## src/rtl/mastermind_pkg.sv

```systemverilog
// mastermind_pkg: shared types and constants for the Mastermind game sequencer.
//   NUM_DIGITS / DIG_W : code geometry (4 digits, 2 bits each)
//   digit_t, code_t    : one digit and one packed 4-digit code (dig0 = [1:0])
//   state_e            : game sequencer states
//   get_digit, min3    : small helpers used by the scorer
package mastermind_pkg;

  localparam int NUM_DIGITS = 4;
  localparam int DIG_W      = 2;

  typedef logic [DIG_W-1:0]            digit_t;
  typedef logic [NUM_DIGITS*DIG_W-1:0] code_t;

  typedef enum logic [2:0] {
    ST_IDLE,
    ST_WAIT_GUESS,
    ST_SCORE_EXACT,
    ST_SCORE_COLOR,
    ST_REPORT,
    ST_WIN,
    ST_LOSE
  } state_e;

  function automatic digit_t get_digit(input code_t code, input logic [1:0] idx);
    return code[idx*DIG_W +: DIG_W];
  endfunction

  function automatic logic [2:0] min3(input logic [2:0] a, input logic [2:0] b);
    return (a < b) ? a : b;
  endfunction

endpackage

```

## src/rtl/mm_scorer.sv

```systemverilog
// mm_scorer: multi-cycle Mastermind scoring datapath.
//   Exact pass (4 cycles): compares one digit position per cycle; mismatched
//   digits are counted into per-colour histograms for secret and guess.
//   Colour pass (4 cycles): sums min(hist_s[c], hist_g[c]) over colours c.
// Ports:
//   clk, srst      : clock, synchronous active-high reset
//   start_i        : 1-cycle pulse, clears accumulators and begins the exact pass
//   secret_i/guess_i : codes under comparison (held stable while busy)
//   exact_last_o   : high on the last exact-pass cycle
//   done_o         : high on the final colour cycle
//   exact_o        : exact-hit count (complete once the colour pass runs)
//   color_o        : colour-only count including the current colour term,
//                    so it is the final total while done_o is high
module mm_scorer
  import mastermind_pkg::*;
(
  input  logic       clk,
  input  logic       srst,
  input  logic       start_i,
  input  code_t      secret_i,
  input  code_t      guess_i,
  output logic       exact_last_o,
  output logic       done_o,
  output logic [2:0] exact_o,
  output logic [2:0] color_o
);

  logic                         busy_q, busy_d;
  logic                         color_ph_q, color_ph_d;
  logic [1:0]                   idx_q, idx_d;
  logic [2:0]                   exact_acc_q, exact_acc_d;
  logic [2:0]                   color_acc_q, color_acc_d;
  logic [NUM_DIGITS-1:0][2:0]   hist_s_q, hist_s_d;
  logic [NUM_DIGITS-1:0][2:0]   hist_g_q, hist_g_d;

  digit_t     sec_dig, gue_dig;
  logic       hit, ex_act, col_act;
  logic [2:0] min_cur;

  assign sec_dig = get_digit(secret_i, idx_q);
  assign gue_dig = get_digit(guess_i, idx_q);
  assign hit     = (sec_dig == gue_dig);
  assign ex_act  = busy_q & ~color_ph_q;
  assign col_act = busy_q & color_ph_q;
  // In the colour pass idx_q doubles as the colour being summed.
  assign min_cur = min3(hist_s_q[idx_q], hist_g_q[idx_q]);

  genvar gi;
  generate
    for (gi = 0; gi < NUM_DIGITS; gi++) begin : g_hist
      logic inc_s, inc_g;
      assign inc_s = ex_act & ~hit & (sec_dig == digit_t'(gi));
      assign inc_g = ex_act & ~hit & (gue_dig == digit_t'(gi));
      assign hist_s_d[gi] = start_i ? 3'd0 : hist_s_q[gi] + 3'(inc_s);
      assign hist_g_d[gi] = start_i ? 3'd0 : hist_g_q[gi] + 3'(inc_g);
    end
  endgenerate

  always_comb begin
    busy_d      = busy_q;
    color_ph_d  = color_ph_q;
    idx_d       = idx_q;
    exact_acc_d = exact_acc_q;
    color_acc_d = color_acc_q;
    if (start_i) begin
      busy_d      = 1'b1;
      color_ph_d  = 1'b0;
      idx_d       = 2'd0;
      exact_acc_d = 3'd0;
      color_acc_d = 3'd0;
    end else if (ex_act) begin
      exact_acc_d = exact_acc_q + 3'(hit);
      idx_d       = idx_q + 2'd1;        // wraps to 0 for the colour pass
      if (idx_q == 2'd3) color_ph_d = 1'b1;
    end else if (col_act) begin
      color_acc_d = color_acc_q + min_cur;
      idx_d       = idx_q + 2'd1;
      if (idx_q == 2'd3) begin
        busy_d     = 1'b0;
        color_ph_d = 1'b0;
      end
    end
  end

  always_ff @(posedge clk) begin
    if (srst) begin
      busy_q      <= 1'b0;
      color_ph_q  <= 1'b0;
      idx_q       <= 2'd0;
      exact_acc_q <= 3'd0;
      color_acc_q <= 3'd0;
      hist_s_q    <= '0;
      hist_g_q    <= '0;
    end else begin
      busy_q      <= busy_d;
      color_ph_q  <= color_ph_d;
      idx_q       <= idx_d;
      exact_acc_q <= exact_acc_d;
      color_acc_q <= color_acc_d;
      hist_s_q    <= hist_s_d;
      hist_g_q    <= hist_g_d;
    end
  end

  assign exact_last_o = ex_act & (idx_q == 2'd3);
  assign done_o       = col_act & (idx_q == 2'd3);
  assign exact_o      = exact_acc_q;
  assign color_o      = color_acc_q + min_cur;

endmodule

```

## src/rtl/mastermind_game_ctrl.sv

```systemverilog
// mastermind_game_ctrl: game sequencer for the 4-digit, 4-colour Mastermind.
// Captures the secret, accepts guesses over valid/ready, scores each guess
// with mm_scorer (4 exact cycles + 4 colour cycles), tracks attempts and
// declares win/loss.
// Optional build macro MM_SECRET_LFSR_EN: secret comes from a free-running
// 8-bit Fibonacci LFSR (taps 8,6,5,4) instead of secret_in.
// Ports:
//   CLOCK_50, reset : clock, synchronous active-high reset
//   start           : 1-cycle pulse, begins a new game
//   secret_in       : secret code (dig0 = [1:0])
//   guess_in/guess_valid/guess_ready : guess handshake (ready only in WAIT_GUESS)
//   score_valid     : 1-cycle pulse in REPORT
//   exact_cnt/color_cnt : last score
//   attempts        : guesses scored this game
//   game_won/game_lost  : terminal flags
//   secret_out      : secret while in WIN or LOSE, else 0
module mastermind_game_ctrl
  import mastermind_pkg::*;
#(
  parameter int         MAX_ATTEMPTS = 10,
  parameter logic [7:0] LFSR_SEED    = 8'hA5
) (
  input  logic       CLOCK_50,
  input  logic       reset,
  input  logic       start,
  input  logic [7:0] secret_in,
  input  logic [7:0] guess_in,
  input  logic       guess_valid,
  output logic       guess_ready,
  output logic       score_valid,
  output logic [2:0] exact_cnt,
  output logic [2:0] color_cnt,
  output logic [3:0] attempts,
  output logic       game_won,
  output logic       game_lost,
  output logic [7:0] secret_out
);

  state_e     state_q, state_d;
  code_t      secret_q, secret_d;
  code_t      guess_q, guess_d;
  logic [2:0] exact_q, exact_d;
  logic [2:0] color_q, color_d;
  logic [3:0] attempts_q, attempts_d;
  code_t      secret_src;
  logic       sc_start, sc_exact_last, sc_done;
  logic [2:0] sc_exact, sc_color;

`ifdef MM_SECRET_LFSR_EN
  logic [7:0] lfsr_q, lfsr_d;
  assign lfsr_d = {lfsr_q[6:0], lfsr_q[7] ^ lfsr_q[5] ^ lfsr_q[4] ^ lfsr_q[3]};
  always_ff @(posedge CLOCK_50) begin
    if (reset) lfsr_q <= LFSR_SEED;
    else       lfsr_q <= lfsr_d;
  end
  assign secret_src = lfsr_q;
`else
  assign secret_src = secret_in;
`endif

  mm_scorer u_scorer (
    .clk          (CLOCK_50),
    .srst         (reset),
    .start_i      (sc_start),
    .secret_i     (secret_q),
    .guess_i      (guess_q),
    .exact_last_o (sc_exact_last),
    .done_o       (sc_done),
    .exact_o      (sc_exact),
    .color_o      (sc_color)
  );

  always_comb begin
    state_d    = state_q;
    secret_d   = secret_q;
    guess_d    = guess_q;
    exact_d    = exact_q;
    color_d    = color_q;
    attempts_d = attempts_q;
    sc_start   = 1'b0;
    case (state_q)
      ST_IDLE, ST_WAIT_GUESS, ST_WIN, ST_LOSE: begin
        // start beats a same-cycle guess_valid in WAIT_GUESS
        if (start) begin
          secret_d   = secret_src;
          attempts_d = 4'd0;
          exact_d    = 3'd0;
          color_d    = 3'd0;
          state_d    = ST_WAIT_GUESS;
        end else if (state_q == ST_WAIT_GUESS && guess_valid) begin
          guess_d  = guess_in;
          sc_start = 1'b1;
          state_d  = ST_SCORE_EXACT;
        end
      end
      ST_SCORE_EXACT: begin
        if (sc_exact_last) state_d = ST_SCORE_COLOR;
      end
      ST_SCORE_COLOR: begin
        if (sc_done) begin
          exact_d    = sc_exact;
          color_d    = sc_color;
          attempts_d = attempts_q + 4'd1;
          state_d    = ST_REPORT;
        end
      end
      ST_REPORT: begin
        if (exact_q == 3'd4)                         state_d = ST_WIN;
        else if (attempts_q == 4'(MAX_ATTEMPTS))     state_d = ST_LOSE;
        else                                         state_d = ST_WAIT_GUESS;
      end
      default: state_d = ST_IDLE;
    endcase
  end

  always_ff @(posedge CLOCK_50) begin
    if (reset) begin
      state_q    <= ST_IDLE;
      secret_q   <= '0;
      guess_q    <= '0;
      exact_q    <= 3'd0;
      color_q    <= 3'd0;
      attempts_q <= 4'd0;
    end else begin
      state_q    <= state_d;
      secret_q   <= secret_d;
      guess_q    <= guess_d;
      exact_q    <= exact_d;
      color_q    <= color_d;
      attempts_q <= attempts_d;
    end
  end

  assign guess_ready = (state_q == ST_WAIT_GUESS);
  assign score_valid = (state_q == ST_REPORT);
  assign game_won    = (state_q == ST_WIN);
  assign game_lost   = (state_q == ST_LOSE);
  assign secret_out  = (game_won || game_lost) ? secret_q : 8'h00;
  assign exact_cnt   = exact_q;
  assign color_cnt   = color_q;
  assign attempts    = attempts_q;

endmodule

```

## config.mk

```make
export PLATFORM = sky130hd
export DESIGN_NAME = mastermind_game_ctrl
export DESIGN_NICKNAME = d
export VERILOG_FILES = /design/src/rtl/mastermind_pkg.sv /design/src/rtl/mm_scorer.sv /design/src/rtl/mastermind_game_ctrl.sv
export SDC_FILE = /design/constraint.sdc
export NUM_CORES = 1
export LEC_CHECK = 0
export ABC_AREA = 1
export BUFFER_PORTS_ARGS = -buffer_cell sky130_fd_sc_hd__buf_4
export CORE_ASPECT_RATIO = 1.4
export CORE_MARGIN = 2
export CORE_UTILIZATION = 48
export DETAILED_ROUTE_END_ITERATION = 16
export PLACE_DENSITY = 0.71
export SYNTH_ARGS = -nofsm -noshare
export SYNTH_HDL_FRONTEND = slang
export SYNTH_SLANG_ARGS = --single-unit
```

## constraint.sdc

```tcl
create_clock -name CLOCK_50 -period 6.2 [get_ports CLOCK_50]
set_input_delay 0.62 -clock CLOCK_50 [delete_from_list [all_inputs] [get_ports CLOCK_50]]
set_output_delay 0.62 -clock CLOCK_50 [all_outputs]
set_load 0.03 [all_outputs]
```

==> qor.log <==
[status] result of the run finished, final reports clean
[drt] overall routed net length 6804 um
[synthesis] count of yosys warnings during synthesis 0
[cells_and_area] Area growth syn-to-layout 15.11%
[die] CORE AREA 6656 um^2
[die] Die Y 102.4 um
[timing] worst slew margin relative to its limit 0.4998
[synthesis] largest cells by area after synthesis sky130_fd_sc_hd__dfxtp_1, sky130_fd_sc_hd__nand2_1, sky130_fd_sc_hd__ha_1
[critical_path] critical path class reg -> reg
[clock_network] Sink Count 63
[drt] average wire per cell in the routed design 11.25 um
[place] placer's final routability congestion estimate 0.8555
[clock_network] clock root cell sky130_fd_sc_hd__clkbuf_8
[drt] count of TritonRoute iterations in the first routing pass 4
[synthesis] Synth cell types 30
[clock_network] Clock Path Buffers 2
[grt] Remaining Overflow, GRT 0
[timing] fraction of the cycle the final worst path needs 0.5704
[clock_network] clock tree from TritonCTS built
[timing] highest clock rate 282.8 MHz
[synthesis] library cell with the highest instance count after synthesis sky130_fd_sc_hd__nand2_1
[grt] number of antenna violations at the first check in global routing 0
[cells_and_area] area taken by flip-flops and latches 1261 um^2
[clock_network] hold-fix buffers at CTS 0
[drt] DRC violation count after routing 0
[drt] number of vias in the routed layout 2915
[cells_and_area] total inserted antenna cells 0
[cells_and_area] Final Util 0.5741
[clock_network] CTS H-tree depth 3
[critical_path] launching element type of the critical path register
[cells_and_area] Nets 554
[clock_network] post-CTS repair timing setup buffer count 0
[synthesis] area share of the leading cell type in the synthesized netlist 0.3799
[cells_and_area] combined area of the multi-input logic cells 1743 um^2
[drt] via density per instance 4.818
[synthesis] proportion of synthesized chip area in sequential cells 0.3799
[power_and_ir_drop] worst vdd rail ir drop 0.1649 mV
[critical_path] Worst setup EP type register
[die] I/O pins 42
[die] overall die area 7606 um^2
[clock_network] number of resized instances in the post-cts repair step 0
[synthesis] most frequent cells after synthesis sky130_fd_sc_hd__nand2_1, sky130_fd_sc_hd__nor2_1, sky130_fd_sc_hd__dfxtp_1, sky130_fd_sc_hd__inv_1, sky130_fd_sc_hd__a21oi_1
[power_and_ir_drop] power per unit of standard cell area 296.7 nW/um^2
[cells_and_area] proportion of layout cells with a drive suffix above 1 0.1326
[clock_network] TritonCTS Buffers 9
[timing] Final Skew 7.451 ps
[flow_run] max-capacitance violation count 0
[drt] DRT antenna net count 0
[synthesis] prevailing post-synth register cell sky130_fd_sc_hd__dfxtp_1
[clock_network] clock insertion delay at the later pin of the skew report 340 ps
[grt] maximum number of pins on one net before global-route repair 34
[timing] Hold Violations, Final 0
[cells_and_area] Fill cells 667
[place] number of port buffers 41
[synthesis] share of async-settable or async-resettable flops after synthesis 0
[timing] measured slew at the worst slew-check pin 749.3 ps
[drt] DRT iter0 DRCs 120
[timing] Setup Total Neg Slack 0 ps
[power_and_ir_drop] leakage component of the power 1.731 nW
[synthesis] mean instance size in the synthesized netlist 7.033 um^2
[critical_path] CP Data Arrival Time 3810 ps
[place] final HPWL from detailed placement 5037 um
[critical_path] required time of the critical path 6480 ps
[synthesis] area leader, netlist sky130_fd_sc_hd__dfxtp_1
[grt] via count of the first global-routing pass 2522
[timing] Final Max Tran Viols 0
[die] total number of placement rows 35
[synthesis] count of mapped cells out of synthesis 472
[grt] wire length of the first global-routing pass 11050 um
[die] initial core utilization 0.4987
[die] chip width 74.28 um
[synthesis] Post-synth EDFFs 0
[critical_path] highest net fanout along the worst path 23
[timing] fin crit period 3537 ps
[synthesis] synthesized flop and latch total 63
[grt] overall global routing resource usage 0.1892
[timing] final setup violation count 0
[clock_network] register clock-pin slew on the reported worst setup and hold paths 70 ps
[synthesis] total standard cell area after synthesis 3319 um^2
[synthesis] synthesized net count 518
[timing] worst hold slack across all endpoints 446.1 ps
[timing] unrepaired setup endpoints after global routing no
[hold_path] classification of the worst-slack hold path reg -> reg
==> registers in the layout (all words and copies together), names as in the netlist <==
| register | flops |
|---|---|
| u_scorer.idx_q | 2 |
| u_scorer.hist_g_q | 12 |
| secret_q | 8 |
| u_scorer.color_ph_q | 1 |
| exact_cnt | 3 |
| attempts | 4 |
| guess_q | 8 |
| u_scorer.busy_q | 1 |
| u_scorer.color_acc_q | 3 |
| u_scorer.exact_o | 3 |
| u_scorer.hist_s_q | 12 |
| state_q | 3 |
| color_cnt | 3 |
==> cell type report <==
class / instances / share of cell area
Clock buffer: 13 / 0.04158
Multi-Input combinational cell: 335 / 0.4561
Inverter: 58 / 0.05697
Clock inverter: 3 / 0.004584
Sequential cell: 63 / 0.3301
Tap cell: 92 / 0.03012
Timing Repair Buffer: 41 / 0.08055
==> metal layers <==
layer,share of wire,track usage
met5,0,0
met4,0.014,0.07967
met3,0.030,0.04043
met2,0.52,0.3338
met1,0.43,0.2181
==> kinds of logic (layout without fill, tap and decap cells) <==
kind of cell	count (synthesis)	in the layout	synth area share
flip-flops	63	63	0.3799
XOR/XNOR	10	10	0.02639
AND/OR/NAND/NOR	228	228	0.2850
buffers and inverters	74	115	0.09498
AO/OA/AOI/OAI	71	71	0.1135
adder cells (fa/ha/maj)	26	26	0.1003
==> cell usage in the layout (no fill, tap or decap), types with 2 or more instances in the layout <==
cell type | synthesis | final
sky130_fd_sc_hd__a21oi_1 | 40 | 40
sky130_fd_sc_hd__a32oi_1 | 2 | 2
sky130_fd_sc_hd__buf_4 | 6 | 41
sky130_fd_sc_hd__clkbuf_1 | 2 | 2
sky130_fd_sc_hd__clkbuf_8 | 0 | 11
sky130_fd_sc_hd__clkinv_2 | 0 | 2
sky130_fd_sc_hd__dfxtp_1 | 63 | 63
sky130_fd_sc_hd__ha_1 | 25 | 25
sky130_fd_sc_hd__inv_1 | 56 | 56
sky130_fd_sc_hd__inv_2 | 2 | 2
sky130_fd_sc_hd__nand2_1 | 109 | 109
sky130_fd_sc_hd__nand2_2 | 3 | 3
sky130_fd_sc_hd__nand3_1 | 30 | 30
sky130_fd_sc_hd__nand3b_1 | 2 | 2
sky130_fd_sc_hd__nor2_1 | 76 | 76
sky130_fd_sc_hd__nor3_1 | 2 | 2
sky130_fd_sc_hd__o21ai_0 | 23 | 23
sky130_fd_sc_hd__o21ai_2 | 3 | 3
sky130_fd_sc_hd__o22ai_1 | 2 | 2
sky130_fd_sc_hd__or2_2 | 2 | 2
sky130_fd_sc_hd__xnor2_1 | 9 | 9
==> final timing paths <==
kind | start | endpoint | slack, ps | cells after the start
max | u_scorer.idx_q[0]$_SDFFE_PP0P_ | color_cnt[2]$_SDFFE_PP0P_ | 2660 | 18
min | guess_q[1]$_SDFFE_PP0P_ | guess_q[1]$_SDFFE_PP0P_ | 450 | 2
max reg2reg | u_scorer.idx_q[0]$_SDFFE_PP0P_ | color_cnt[2]$_SDFFE_PP0P_ | 2660 | 18
min reg2reg | guess_q[1]$_SDFFE_PP0P_ | guess_q[1]$_SDFFE_PP0P_ | 450 | 2
==> power breakdown <==
part	internal (mW)	leakage, nW	switching [mW]
registers	0.442	0.511	0.0357
clock network	0.166	0.0894	0.155
logic	0.110	1.13	0.226
==> per-stage QoR <==
| step | cell area (um^2) | power, mW | cells | worst slack, ps |
|---|---|---|---|---|
| 6_report | 3821 | 1.134 | 605 | 2663 |
| 5_1_grt | 3821 | 1.215 | 605 | 2257 |
| 4_1_cts | 3821 | 1.145 | 605 | 2733 |
| 3_5_place_dp | 3645 | 0.8230 | 589 | 2738 |
| 3_3_place_gp | 3645 | 0.8193 | 589 | 2886 |
| 2_1_floorplan | 3319 | 0.7449 | 472 | 3323 |
==> worst max-delay path, stage by stage, from the launching register on <==
cell	delay, ps
sky130_fd_sc_hd__dfxtp_1	810
sky130_fd_sc_hd__inv_2	330
sky130_fd_sc_hd__o21ai_0	240
sky130_fd_sc_hd__o22ai_1	120
sky130_fd_sc_hd__ha_1	320
sky130_fd_sc_hd__a21oi_1	240
sky130_fd_sc_hd__nand2_1	110
sky130_fd_sc_hd__nand2_1	70
sky130_fd_sc_hd__nand2_1	50
sky130_fd_sc_hd__ha_1	210
sky130_fd_sc_hd__fa_1	390
sky130_fd_sc_hd__inv_1	70
sky130_fd_sc_hd__or2_2	100
sky130_fd_sc_hd__nand2_1	50
sky130_fd_sc_hd__nand2_1	70
sky130_fd_sc_hd__nand3_1	60
sky130_fd_sc_hd__nand3_1	100
sky130_fd_sc_hd__nand2_1	50
sky130_fd_sc_hd__nor2_1	70
Note: power is estimated with default switching activity, not from simulation.
